[src/rtl/fs_seq_multiplier_pkg.sv]
// -----------------------------------------------------------------------------
// fs_mult_pkg
// Shared definitions for the radix-4 sequential multiplier:
//   state_t     - controller states (IDLE, RUN, DONE)
//   DIGIT_W     - width of one multiplier digit consumed per RUN cycle
//   fs_latency  - number of RUN cycles for a given operand width
// Optional feature macro (used by the files that import this package):
//   FS_MULT_SIGNED_EN - two's complement operands and product
// -----------------------------------------------------------------------------
package fs_mult_pkg;

    typedef enum logic [1:0] {
        IDLE = 2'd0,
        RUN  = 2'd1,
        DONE = 2'd2
    } state_t;

    localparam int DIGIT_W = 2;

    // One digit of b is retired per RUN cycle, so RUN lasts width/2 cycles.
    function automatic int fs_latency(input int width);
        return width / DIGIT_W;
    endfunction

endpackage

[src/rtl/fs_seq_multiplier_if.sv]
// -----------------------------------------------------------------------------
// fs_seq_multiplier_if
// Groups the operand and result handshakes of fs_seq_multiplier.
//   start_valid / start_ready / a / b : operand request channel
//   res_valid / res_ready / product   : result channel
//   busy                              : multiplier is in RUN or DONE
// Modports: master (operand producer / result consumer), slave (multiplier).
// -----------------------------------------------------------------------------
interface fs_seq_multiplier_if #(
    parameter int WIDTH = 8
) ();

    logic                   start_valid;
    logic                   start_ready;
    logic [WIDTH-1:0]       a;
    logic [WIDTH-1:0]       b;
    logic                   res_valid;
    logic                   res_ready;
    logic [2*WIDTH-1:0]     product;
    logic                   busy;

    modport master (
        output start_valid, a, b, res_ready,
        input  start_ready, res_valid, product, busy
    );

    modport slave (
        input  start_valid, a, b, res_ready,
        output start_ready, res_valid, product, busy
    );

endinterface

[src/rtl/fs_seq_multiplier_digit_pp.sv]
// -----------------------------------------------------------------------------
// fs_digit_pp
// Combinational Ferrari-Stefanelli 2-bit partial-product cell: pp = digit * a,
// where digit is 0..3. Only shifts and one add are needed, so no multiplier.
// Ports:
//   a     [WIDTH-1:0]    multiplicand (unsigned magnitude)
//   digit [DIGIT_W-1:0]  2-bit digit of the multiplier
//   pp    [WIDTH+1:0]    digit * a, wide enough for 3 * (2^WIDTH - 1)
// -----------------------------------------------------------------------------
module fs_digit_pp
    import fs_mult_pkg::*;
#(
    parameter int WIDTH = 8
) (
    input  logic [WIDTH-1:0]   a,
    input  logic [DIGIT_W-1:0] digit,
    output logic [WIDTH+1:0]   pp
);

    logic [WIDTH+1:0] a_x1;
    logic [WIDTH+1:0] a_x2;

    assign a_x1 = {2'b00, a};
    assign a_x2 = {1'b0, a, 1'b0};

    always_comb begin
        pp = '0;
        case (digit)
            2'd0:    pp = '0;
            2'd1:    pp = a_x1;
            2'd2:    pp = a_x2;
            2'd3:    pp = a_x2 + a_x1;
            default: pp = '0;
        endcase
    end

endmodule

[src/rtl/fs_seq_multiplier.sv]
// -----------------------------------------------------------------------------
// fs_seq_multiplier
// Sequential radix-4 multiplier. An accepted operand pair is multiplied by
// retiring one 2-bit digit of b per clock (LSB digit first), accumulating
// digit*a at weight 4^k into a 2*WIDTH accumulator. The result is presented
// in DONE until the consumer takes it; latency never depends on the data.
// Ports:
//   clk    - clock, rising edge
//   rst_n  - asynchronous active-low reset
//   bus    - fs_seq_multiplier_if.slave (start_valid/start_ready/a/b,
//            res_valid/res_ready/product, busy)
// Parameter:
//   WIDTH  - operand width, even and >= 4
// Optional feature macro:
//   FS_MULT_SIGNED_EN - two's complement a, b, product. Magnitudes are taken
//                       at accept and the product is negated when entering
//                       DONE. Without it no sign logic exists at all.
// -----------------------------------------------------------------------------
module fs_seq_multiplier
    import fs_mult_pkg::*;
#(
    parameter int WIDTH = 8
) (
    input  logic                 clk,
    input  logic                 rst_n,
    fs_seq_multiplier_if.slave   bus
);

    localparam int LAT   = fs_latency(WIDTH);
    localparam int CNT_W = (LAT > 1) ? $clog2(LAT) : 1;
    localparam int PW    = 2 * WIDTH;

    state_t             state;
    state_t             state_next;

    logic [WIDTH-1:0]   a_reg;
    logic [WIDTH-1:0]   b_reg;
    logic [PW-1:0]      acc;
    logic [PW-1:0]      product_reg;
    logic [CNT_W-1:0]   cnt;

    logic [WIDTH-1:0]   a_mag;
    logic [WIDTH-1:0]   b_mag;
    logic [WIDTH+1:0]   pp;
    logic [CNT_W:0]     shamt;
    logic [PW-1:0]      acc_next;
    logic [PW-1:0]      result;
    logic               accept;

    assign accept = bus.start_valid && (state == IDLE);

`ifdef FS_MULT_SIGNED_EN
    logic sign_reg;

    // The datapath is unsigned; signs are stripped here and re-applied once
    // on the last RUN cycle, so -2^(WIDTH-1) maps to the magnitude 2^(WIDTH-1).
    always_comb begin
        a_mag  = bus.a[WIDTH-1] ? -bus.a : bus.a;
        b_mag  = bus.b[WIDTH-1] ? -bus.b : bus.b;
        result = sign_reg ? -acc_next : acc_next;
    end

    always_ff @(posedge clk or negedge rst_n) begin
        if (!rst_n) begin
            sign_reg <= 1'b0;
        end else if (accept) begin
            sign_reg <= bus.a[WIDTH-1] ^ bus.b[WIDTH-1];
        end
    end
`else
    assign a_mag  = bus.a;
    assign b_mag  = bus.b;
    assign result = acc_next;
`endif

    fs_digit_pp #(
        .WIDTH (WIDTH)
    ) u_digit_pp (
        .a     (a_reg),
        .digit (b_reg[DIGIT_W-1:0]),
        .pp    (pp)
    );

    // b_reg is shifted down each cycle, so its low digit is always digit k;
    // k is recovered from the down-counter to place the partial product.
    assign shamt    = {CNT_W'(LAT - 1) - cnt, 1'b0};
    assign acc_next = acc + ({{(WIDTH-2){1'b0}}, pp} << shamt);

    always_ff @(posedge clk or negedge rst_n) begin
        if (!rst_n) begin
            state <= IDLE;
        end else begin
            state <= state_next;
        end
    end

    always_comb begin
        state_next = state;
        case (state)
            IDLE:    if (bus.start_valid) state_next = RUN;
            RUN:     if (cnt == '0)       state_next = DONE;
            DONE:    if (bus.res_ready)   state_next = IDLE;
            default: state_next = IDLE;
        endcase
    end

    always_ff @(posedge clk or negedge rst_n) begin
        if (!rst_n) begin
            a_reg       <= '0;
            b_reg       <= '0;
            acc         <= '0;
            product_reg <= '0;
            cnt         <= '0;
        end else begin
            case (state)
                IDLE: begin
                    if (accept) begin
                        a_reg <= a_mag;
                        b_reg <= b_mag;
                        acc   <= '0;
                        cnt   <= CNT_W'(LAT - 1);
                    end
                end
                RUN: begin
                    acc   <= acc_next;
                    b_reg <= b_reg >> DIGIT_W;
                    if (cnt == '0) begin
                        product_reg <= result;
                    end else begin
                        cnt <= cnt - CNT_W'(1);
                    end
                end
                default: begin
                end
            endcase
        end
    end

    assign bus.start_ready = (state == IDLE);
    assign bus.res_valid   = (state == DONE);
    assign bus.busy        = (state == RUN) || (state == DONE);
    assign bus.product     = product_reg;

endmodule

[src/flat_wrapper.sv]
// flat-port wrapper written by rule: the top's interface ports become plain ports
module fs_seq_multiplier_flat import fs_mult_pkg::*;
#(
    parameter int WIDTH = 8
)
  (clk, rst_n, bus_start_valid, bus_a, bus_b, bus_res_ready, bus_start_ready, bus_res_valid, bus_product, bus_busy);
  fs_seq_multiplier_if #(.WIDTH(WIDTH)) bus_i ();
  input  logic clk;
  input  logic rst_n;
  input wire logic [$bits(bus_i.start_valid)-1:0] bus_start_valid;
  input wire logic [$bits(bus_i.a)-1:0] bus_a;
  input wire logic [$bits(bus_i.b)-1:0] bus_b;
  input wire logic [$bits(bus_i.res_ready)-1:0] bus_res_ready;
  output wire logic [$bits(bus_i.start_ready)-1:0] bus_start_ready;
  output wire logic [$bits(bus_i.res_valid)-1:0] bus_res_valid;
  output wire logic [$bits(bus_i.product)-1:0] bus_product;
  output wire logic [$bits(bus_i.busy)-1:0] bus_busy;
  assign bus_i.start_valid = bus_start_valid;
  assign bus_i.a = bus_a;
  assign bus_i.b = bus_b;
  assign bus_i.res_ready = bus_res_ready;
  assign bus_start_ready = bus_i.start_ready;
  assign bus_res_valid = bus_i.res_valid;
  assign bus_product = bus_i.product;
  assign bus_busy = bus_i.busy;
  fs_seq_multiplier #(.WIDTH(WIDTH)) u_core (.clk(clk), .rst_n(rst_n), .bus(bus_i));
endmodule
[config.mk]
export PLATFORM = sky130hd
export DESIGN_NAME = fs_seq_multiplier_flat
export DESIGN_NICKNAME = d
export VERILOG_FILES = /design/src/rtl/fs_seq_multiplier_pkg.sv /design/src/rtl/fs_seq_multiplier_if.sv /design/src/rtl/fs_seq_multiplier_digit_pp.sv /design/src/rtl/fs_seq_multiplier.sv /design/src/flat_wrapper.sv
export SDC_FILE = /design/constraint.sdc
export NUM_CORES = 1
export LEC_CHECK = 0
export BUFFER_PORTS_ARGS = -buffer_cell sky130_fd_sc_hd__buf_2
export CORE_MARGIN = 5
export CORE_UTILIZATION = 43
export CTS_CLUSTER_SIZE = 14
export DETAILED_ROUTE_END_ITERATION = 10
export PLACE_DENSITY = 0.72
export SYNTH_ARGS = -nofsm -noshare
export SYNTH_HDL_FRONTEND = slang
export SYNTH_SLANG_ARGS = --single-unit
[constraint.sdc]
create_clock -name clk -period 3.9 [get_ports clk]
set_clock_uncertainty 0.15 [all_clocks]
set_input_delay 0.975 -clock clk [delete_from_list [all_inputs] [get_ports clk]]
set_output_delay 0.975 -clock clk [all_outputs]
set_load 0.02 [all_outputs]
==> impl_metrics.csv, run 1 <==
group,metric,value,unit
grt,antenna_found_initial,0,
cts,clock-root-buffer,"clkbuf_8",
power,p_leak,0.00221,uW
synth,synth.largest_area_cell,"dfrtp_1",
sta,final.period_utilization,1.01,
power,power_density,1020,nW/um^2
floorplan,dieHeight,102,um
grt,global_route.overflow_total,0,
placement,setup_slack_at_placement,-330,ps
placement,routabilityCongestion,0.882,
placement,place_hpwl,6320,um
floorplan,row_count,33,
synth,share_of_synthesized_area_occupied_by_flip_flops_and_latches,0.359,
sta,grt_setup_unrepaired,"true",
setup_path,timing.setup.critical_path_class,"reg -> reg",
synth,synth_fp_nets,429,
cts,worstSkewPairLatency,310,ps
cells_and_area,drive_gt1_frac,0.381,
sta,timing.slew.headroom,0.505,
cts,cts_tree,"yes",
cts,cts_inserted_buffers,5,
synth,synth_top_area_frac,0.359,
sta,timing.fmax,253,MHz
cts,path_clk_slew,100,ps
setup_path,cp.arrival,4010,ps
run_status,failed_checks,"setup timing",
route,wire_per_inst,15.8,um
setup_path,end_kind,"flop",
setup_path,setup.worst_path.start_class,"flop",
route,ant_nets,0,
sta,timing_worst_slew_pin_value,738,ps
power,vdd_drop_max,0.739,mV
sta,setup_violations,4,
sta,fin_ws,-45.8,ps
cts,cts.path.max_buffers,2,
run_status,run_status,"complete, but fails checks",
grt,global_route_wire_length_before_repair,14500,um
placement,buffer_ports.inserted,38,
sta,final_hold_viol_count,0,
cts,cts_sinks,52,
grt,vias_in_the_first_global_route,2989,
job,max-cap-violations,0,
synth,ys_ff_latch,52,
sta,maxSlewViolCount,0,
synth,netlist_area,3620,sq um
synth,postSynth.asyncResetShare,1.00,
route,detail_route.vias_per_cell,5.59,
cts,number_of_hold_buffers_added_after_cts,0,
floorplan,fp.dieArea,10400,sq um
route,first_iter_violations,147,
floorplan,placeableCoreArea,8220,sq um
cells_and_area,final.fill_count,708,
hold_path,min-delay-path-class,"reg -> reg",
synth,synthesis.yosys.warnings,0,
route,drt-total-wl,8980,um
grt,grt_start_max_net_pins,32,
floorplan,die-width,102,um
grt,grt_use_total,0.174,
route,firstDrtPassIters,4,
synth,count_of_flip_flops_with_a_built_in_enable_after_synthesis,0,
synth,post_synth_main_area_contributors,"dfrtp_1 (36%), ha_1 (9.7%), mux2_2 (9.0%), o21ai_0 (5.1%), nand2_1 (4.1%)",
sta,shortest_clock_period_the_worst_path_allows_after_layout,3950,ps
synth,netlist_instances,379,
route,drc_errors,0,
setup_path,path_max_fanout,4,
cells_and_area,total_nets_final,514,
floorplan,boundaryPins,39,
cells_and_area,area_growth,29.2,%
synth,synthFlopType,"dfrtp_1",
cts,h-tree-depth,2,
synth,syn-mean-instance-area,9.56,sq um
route,via_count,3186,
power,power,4770,uW
cells_and_area,antennaDiodeCount,0,
floorplan,floorplan.initialDensity,0.441,
synth,synthDistinctLibCells,49,
setup_path,required,3960,ps
-- final timing paths --
| check | end | from | depth (start not counted) | slack [ps] |
|---|---|---|---|---|
| setup / recovery | u_core.bus.product[14] | u_core.a_reg[1] | 20 | -50 |
| hold / removal | u_core.b_reg[3] | u_core.b_reg[3] | 2 | 340 |
| setup reg to reg | u_core.bus.product[14] | u_core.a_reg[1] | 20 | -50 |
| hold reg to reg | u_core.b_reg[3] | u_core.b_reg[3] | 2 | 340 |
| max in group asynchronous | u_core.a_reg[2] | rst_n | 2 | 2320 |
| min in group asynchronous | u_core.bus.product[9] | rst_n | 1 | 460 |
-- final cells by class --
class                      instances  area, sq um  share of cell area
multi-input combinational        293         2470               0.528
sequential                        52         1310               0.279
timing repair buffer              93          614               0.131
tap                              105          131              0.0281
clock buffer                       6         72.6              0.0155
inverter                          19         71.3              0.0152
clock inverter                     2         13.8             0.00294
-- synthesized netlist by cell type (all sizes together), types with 2 or more instances --
master,n
nor2,22
nor3,4
o211ai,2
fa,2
a31oi,5
a22oi,3
a22o,14
buf,5
dfrtp,52
and2,2
nand3,3
a21oi,19
ha,28
nor2b,9
a21o,8
o22ai,3
nand2,40
xor2,8
o31a,2
clkbuf,10
inv,18
a211oi,10
o21ai,38
o21a,8
a221oi,2
mux2,29
mux2i,10
xnor2,8
-- worst max-delay path, stage by stage, from the launching register on --
cell and delay [ps]:
dfrtp_2 440, ha_4 170, inv_2 40, fa_2 360
xnor2_1 130, mux2_2 260, a22o_1 190, mux2i_1 190
buf_4 140, buf_4 90, nor2_1 40, ha_1 250
buf_4 170, a21o_1 150, nand2_1 90, a31oi_1 90
a211oi_1 220, buf_4 180, a21o_1 150, xnor2_1 90
mux2_2 270
-- metal layers --
layer,global-route usage,share of wire,vias up
met1,0.244,0.45,1546
met5,0,0,-
met4,0.0552,0.016,0
met2,0.277,0.48,76
met3,0.0234,0.045,16
li1,-,-,1548
-- logic make-up (layout without fill, tap and decap cells) --
logic type / after synthesis / in the layout / synth area share
AND/OR/NAND/NOR: 84 / 84 / 0.105
buffers and inverters: 34 / 120 / 0.0359
AO/OA/AOI/OAI: 123 / 123 / 0.229
adder cells (fa/ha/maj): 30 / 30 / 0.108
multiplexers: 39 / 39 / 0.118
XOR/XNOR: 17 / 17 / 0.0449
flip-flops: 52 / 52 / 0.359
-- metrics by stage --
stage                     std cells   util  hold WS [ps]  TNS [ps]  instance area (sq um)
after global routing            570  0.570           375     -1310                   4680
after floorplan                 379      -           300         0                   3620
after global placement          546  0.508           311     -1190                   4180
after detailed placement        546  0.508           322     -2090                   4180
final                           570  0.570           337     -92.1                   4680
after CTS                       559  0.535           345         0                   4390
-- report_power, final --
| part | switching (uW) | internal [uW] | total (uW) | leakage, uW |
|---|---|---|---|---|
| registers | 207 | 759 | 966 | 0.000666 |
| clock network | 194 | 129 | 322 | 0.0000456 |
| logic | 1780 | 1700 | 3480 | 0.00149 |
| total | 2180 | 2590 | 4770 | 0.00221 |
-- cells in the final DEF, fill, tap and decap left out, types with 8 or more instances in the layout --
cell type	instances
buf_4	52
dfrtp_1	49
nand2_1	40
buf_2	38
mux2_2	24
nor2_1	21
ha_1	21
o21ai_0	20
inv_1	16
a22o_1	14
a21oi_1	12
o21ai_1	10
mux2i_1	10
nor2b_1	8
xor2_1	8
a21o_1	8
-- what timing repair did --
action	in CTS	in global routing
gates resized for setup	23	50
setup buffers	5	11
endpoints found under the setup margin	15	17
pin swaps	9	29
No activity file was read; power rests on OpenSTA's default activity.
==> run 2, diff against run 1 <==
- RECOVER_POWER: unset -> 50
==> impl_metrics.csv, run 2 (same netlist as run 1, synthesis figures left out) <==
group,metric,value,unit
grt,grt_start_max_net_pins,32,
setup_path,required,3960,ps
floorplan,boundaryPins,39,
cts,cts_sinks,52,
sta,timing.slew.headroom,0.196,
cts,h-tree-depth,2,
sta,final_hold_viol_count,0,
run_status,run_status,"complete, but fails checks",
sta,maxSlewViolCount,0,
setup_path,r2r_cells,20,
route,detail_route.vias_per_cell,5.56,
sta,worst_hold_slack,337,ps
setup_path,worst_r2r_startpoint,"u_core.a_reg[1]",
cells_and_area,antennaDiodeCount,0,
cells_and_area,final_core_utilization,0.569,
power,share_clk_of_total_power,0.068,
power,power,4760,uW
cts,path_clk_slew,100,ps
grt,grt_use_total,0.174,
sta,final.period_utilization,1.01,
setup_path,setup.worst_path.start_class,"flop",
route,drc_errors,0,
cells_and_area,stdcell_area,4680,sq um
cts,cts_inserted_buffers,5,
sta,grt_setup_unrepaired,"true",
placement,routabilityCongestion,0.882,
hold_path,hold_start,"u_core.b_reg[3]",
setup_path,cp.arrival,4000,ps
route,wire_per_inst,15.8,um
route,via_count,3168,
cts,worstSkewPairLatency,310,ps
floorplan,floorplan.initialDensity,0.441,
sta,fin_ws,-38.1,ps
setup_path,timing.setup.critical_path_class,"reg -> reg",
job,max-cap-violations,0,
power,part_of_the_power_in_registers,0.203,
route,first_iter_violations,173,
power,power.net_switching,2170,uW
placement,buffer_ports.inserted,38,
power,switching_share,0.456,
power,p_leak,0.00220,uW
cts,cts_tree,"yes",
hold_path,min-delay-path-class,"reg -> reg",
sta,setup_violations,4,
setup_path,path_max_fanout,4,
cts,clock-root-buffer,"clkbuf_8",
floorplan,dieHeight,102,um
power,vdd_drop_max,0.740,mV
cells_and_area,total_nets_final,514,
sta,timing_worst_slew_pin_value,1210,ps
placement,detailed_place.area,4180,sq um
setup_path,end_kind,"flop",
power,internal-power,2590,uW
setup_path,worst_setup_path_startpoint,"u_core.a_reg[1]",
cells_and_area,drive_gt1_frac,0.378,
floorplan,die-width,102,um
cells_and_area,layout.cells.most_common,"buf_4",
grt,antenna_found_initial,0,
sta,totalNegativeSetupSlack,-70.5,ps
route,drt-total-wl,8980,um
cts,cts.path.max_buffers,2,
grt,vias_in_the_first_global_route,2989,
floorplan,placeableCoreArea,8220,sq um
hold_path,hold_path_stages,2,
route,ant_nets,0,
run_status,failed_checks,"setup timing",
cells_and_area,area_growth,29.1,%
grt,global_route_wire_length_before_repair,14500,um
grt,global_route.overflow_total,0,
route,firstDrtPassIters,7,
power,combinationalPowerShare,0.729,
sta,timing.fmax,254,MHz
cells_and_area,final_cell_mix,"buf_4 (51), dfrtp_1 (49), nand2_1 (40)",
floorplan,row_count,33,
sta,shortest_clock_period_the_worst_path_allows_after_layout,3940,ps
floorplan,fp.dieArea,10400,sq um
power,power_density,1020,nW/um^2
placement,place_hpwl,6320,um
-- run 2: final cells by class --
cell class / instances / area [sq um]
fill: 709 / 3540
multi-input combinational: 293 / 2470
sequential: 52 / 1310
timing repair buffer: 93 / 611
tap: 105 / 131
clock buffer: 6 / 72.6
inverter: 19 / 71.3
clock inverter: 2 / 13.8
-- run 2: per-layer routing --
| layer | vias to the layer above | share of wire | track usage |
|---|---|---|---|
| li1 | 1548 | - | - |
| met3 | 15 | 0.040 | 0.0234 |
| met1 | 1531 | 0.46 | 0.244 |
| met4 | 0 | 0.019 | 0.0552 |
| met5 | - | 0 | 0 |
| met2 | 74 | 0.48 | 0.277 |
-- run 2: power by group through the flow --
stage                     combinational (uW)  sequential (uW)  clock, uW
final                                   3470              967        322
after global routing                    3800              997        347
after CTS                               3040              942        329
after detailed placement                2820              945          0
after global placement                  2760              935          0
after floorplan                         1910              979          0
-- run 2: critical path, stage by stage (launching register included) --
cell,delay (ps)
dfrtp_2,440
ha_4,170
inv_2,40
fa_2,360
xnor2_1,130
mux2_2,260
a22o_1,190
mux2i_1,180
buf_4,140
buf_4,90
nor2_1,40
ha_1,250
buf_4,170
a21o_1,150
nand2_1,90
a31oi_1,90
a211oi_1,220
buf_4,180
a21o_1,150
xnor2_1,90
mux2_2,270
-- run 2: repair_timing --
| action | CTS | global route |
|---|---|---|
| buffers inserted | 5 | 11 |
| setup endpoints to repair | 15 | 17 |
| gates resized for setup | 23 | 50 |
| pin swaps | 9 | 29 |
| hold buffers | 0 | 0 |
-- run 2: through the flow --
| stage | worst slack (ps) | cells |
|---|---|---|
| after global placement | -286 | 546 |
| after floorplan | 104 | 379 |
| after detailed placement | -330 | 546 |
| after global routing | -193 | 570 |
| final | -38.1 | 570 |
| after CTS | 0.399 | 559 |
-- run 2: worst paths after layout --
kind                                     endpoint  slack, ps
setup / recovery           u_core.bus.product[14]        -40
hold / removal                    u_core.b_reg[3]        340
setup reg to reg           u_core.bus.product[14]        -40
hold reg to reg                   u_core.b_reg[3]        340
max in group asynchronous         u_core.a_reg[3]       1430
min in group asynchronous   u_core.bus.product[9]        730
==> run 3, diff against run 2 <==
- CORE_UTILIZATION: 43 -> 54
- PLACE_DENSITY: 0.72 -> 0.85
==> impl_metrics.csv, run 3 (same netlist as run 1, synthesis figures left out) <==
group,metric,value,unit
run_status,run_status,"complete, but fails checks",
run_status,failed_checks,"setup timing",
setup_path,timing.setup.critical_path_class,"reg -> reg",
grt,global_route_wire_length_before_repair,15400,um
job,max-cap-violations,0,
cells_and_area,final_core_utilization,0.731,
sta,setup_violations,14,
setup_path,path_max_fanout,4,
hold_path,hold_start,"u_core.b_reg[5]",
grt,grt_use_total,0.221,
floorplan,fp.dieArea,8450,sq um
floorplan,dieHeight,91.9,um
cts,h-tree-depth,2,
cts,cts_tree,"yes",
grt,groute.layer.met1.usage,0.294,
setup_path,critPathSlowestCell,"dfrtp_2",
route,first_iter_violations,290,
setup_path,timing.reg2reg.setup_slack,-200,ps
setup_path,cell_by_cell_listing_of_the_critical_path,"ha_4 -> inv_2 -> fa_2 -> nor2b_4 -> o31a_1 -> buf_4 -> o41ai_4 -> mux2_4 -> a221oi_4 -> ha_4 -> o21a_1 -> a21oi_1 -> o21ai_1 -> a31oi_1 -> xor2_1 -> o21ai_0",
cts,clock-root-buffer,"clkbuf_8",
floorplan,placeableCoreArea,6420,sq um
route,via_count,3389,
cts,cts_sinks,52,
setup_path,critical_path.n_buffers_inverters,2,
placement,dp.cells,514,
sta,shortest_clock_period_the_worst_path_allows_after_layout,4100,ps
setup_path,worst_path_dominant_cell_family,"compound AO/OA/AOI/OAI gates",
setup_path,worst_setup_path_startpoint,"u_core.a_reg[1]",
setup_path,r2r_cells,16,
cts,cts.path.max_buffers,2,
cells_and_area,drive_gt1_frac,0.378,
setup_path,end_kind,"flop",
sta,final_hold_viol_count,0,
cts,cts_inserted_buffers,5,
route,drc_errors,0,
setup_path,crit_path_frequent_cell,"ha_4",
cells_and_area,total_nets_final,504,
sta,final.period_utilization,1.05,
sta,fin_ws,-196,ps
grt,vias_in_the_first_global_route,3211,
floorplan,floorplan.initialDensity,0.564,
route,drt-total-wl,10200,um
route,wire_per_inst,19.2,um
cells_and_area,antennaDiodeCount,0,
placement,routabilityCongestion,0.948,
cells_and_area,layoutNonFillerInstCount,532,
cells_and_area,final_cell_mix,"dfrtp_1 (51), buf_4 (41), nand2_1 (40)",
route,ant_nets,0,
placement,place_hpwl,6500,um
cells_and_area,layout.cells.most_common,"dfrtp_1",
route,firstDrtPassIters,5,
setup_path,setup.worst_path.start_class,"flop",
sta,timing.fmax,244,MHz
floorplan,row_count,29,
hold_path,hold_path_end,"u_core.b_reg[5]",
grt,global_route.overflow_total,0,
sta,grt_setup_unrepaired,"true",
setup_path,crit_path_max_incr_delay,450,ps
setup_path,required,3930,ps
grt,grt_start_max_net_pins,30,
cells_and_area,area_growth,29.7,%
setup_path,cp.arrival,4130,ps
grt,top_usage_layer,"met2",
sta,maxSlewViolCount,0,
floorplan,boundaryPins,39,
grt,globalRouteMet2Util,0.366,
sta,timing_worst_slew_pin_value,1250,ps
cts,path_clk_slew,100,ps
hold_path,min-delay-path-class,"reg -> reg",
floorplan,die-width,91.9,um
route,detail_route.vias_per_cell,6.37,
hold_path,hold_path_stages,2,
grt,antenna_found_initial,0,
sta,timing.slew.headroom,0.166,
setup_path,timing.rr.end,"u_core.acc[13]",
grt,globalRouteMet3Util,0.0352,
placement,setup_slack_at_placement,-252,ps
cts,worstSkewPairLatency,310,ps
placement,buffer_ports.inserted,38,
setup_path,worst_r2r_startpoint,"u_core.a_reg[1]",
## run 3: cell types whose count changed in the layout (fill, tap and decap cells not counted), moves of 3 or more
| cell | delta |
|---|---|
| a211oi_1 | -3 |
| a21oi_2 | -3 |
| buf_4 | -10 |
| ha_1 | -3 |
| ha_4 | +3 |
| mux2_2 | -3 |
| mux2_4 | +3 |
| o21ai_0 | +5 |
| o21ai_2 | -4 |
## run 3: timing repair
action | in CTS | in global routing
pin swaps | 11 | 19
hold buffers | 0 | 0
setup buffers | 9 | 4
gates resized for setup | 27 | 53
hold endpoints to repair | 0 | 0
setup endpoints to repair | 16 | 18
## run 3: worst max path at each step
stage,endpoint,slack (ps),cells past startpoint
4_1_cts,u_core.bus.product[9],-50,18
3_5_place_dp,u_core.acc[15],-250,17
5_1_grt,u_core.acc[13],-310,16
3_3_place_gp,u_core.acc[15],-150,17
6_report,u_core.acc[13],-200,16
2_1_floorplan,u_core.bus.product[12],100,16
## run 3: cell type report
class                      count  area, sq um
tap                           77         96.3
timing repair buffer          83          536
clock inverter                 1         30.0
sequential                    52         1300
inverter                      19         71.3
clock buffer                   7         96.3
multi-input combinational    293         2560
fill                         420         1730
## run 3: stage by stage
step	setup TNS [ps]	hold WS, ps	instance area [sq um]
CTS	-149	347	4400
detailed placement	-1860	325	4110
finish	-1240	343	4700
global route	-2690	372	4700
floorplan	0	300	3620
global placement	-521	311	4110
## run 3: worst min-delay path, stage by stage, from the launching register on
cell	delay, ps
dfrtp_1	360
nand2_1	40
o21ai_0	60
## run 3: metal layers
metal,share of wire,wire (um),vias to the layer above
met1,0.41,4190,1661
met4,0.041,422,0
met3,0.069,701,45
li1,-,-,1522
met2,0.48,4890,161
met5,0,0,-
Power of run 3 is left out: the tool's default activity adds up to more than one toggle a clock period on the data nets, which glitch-free logic cannot reach.
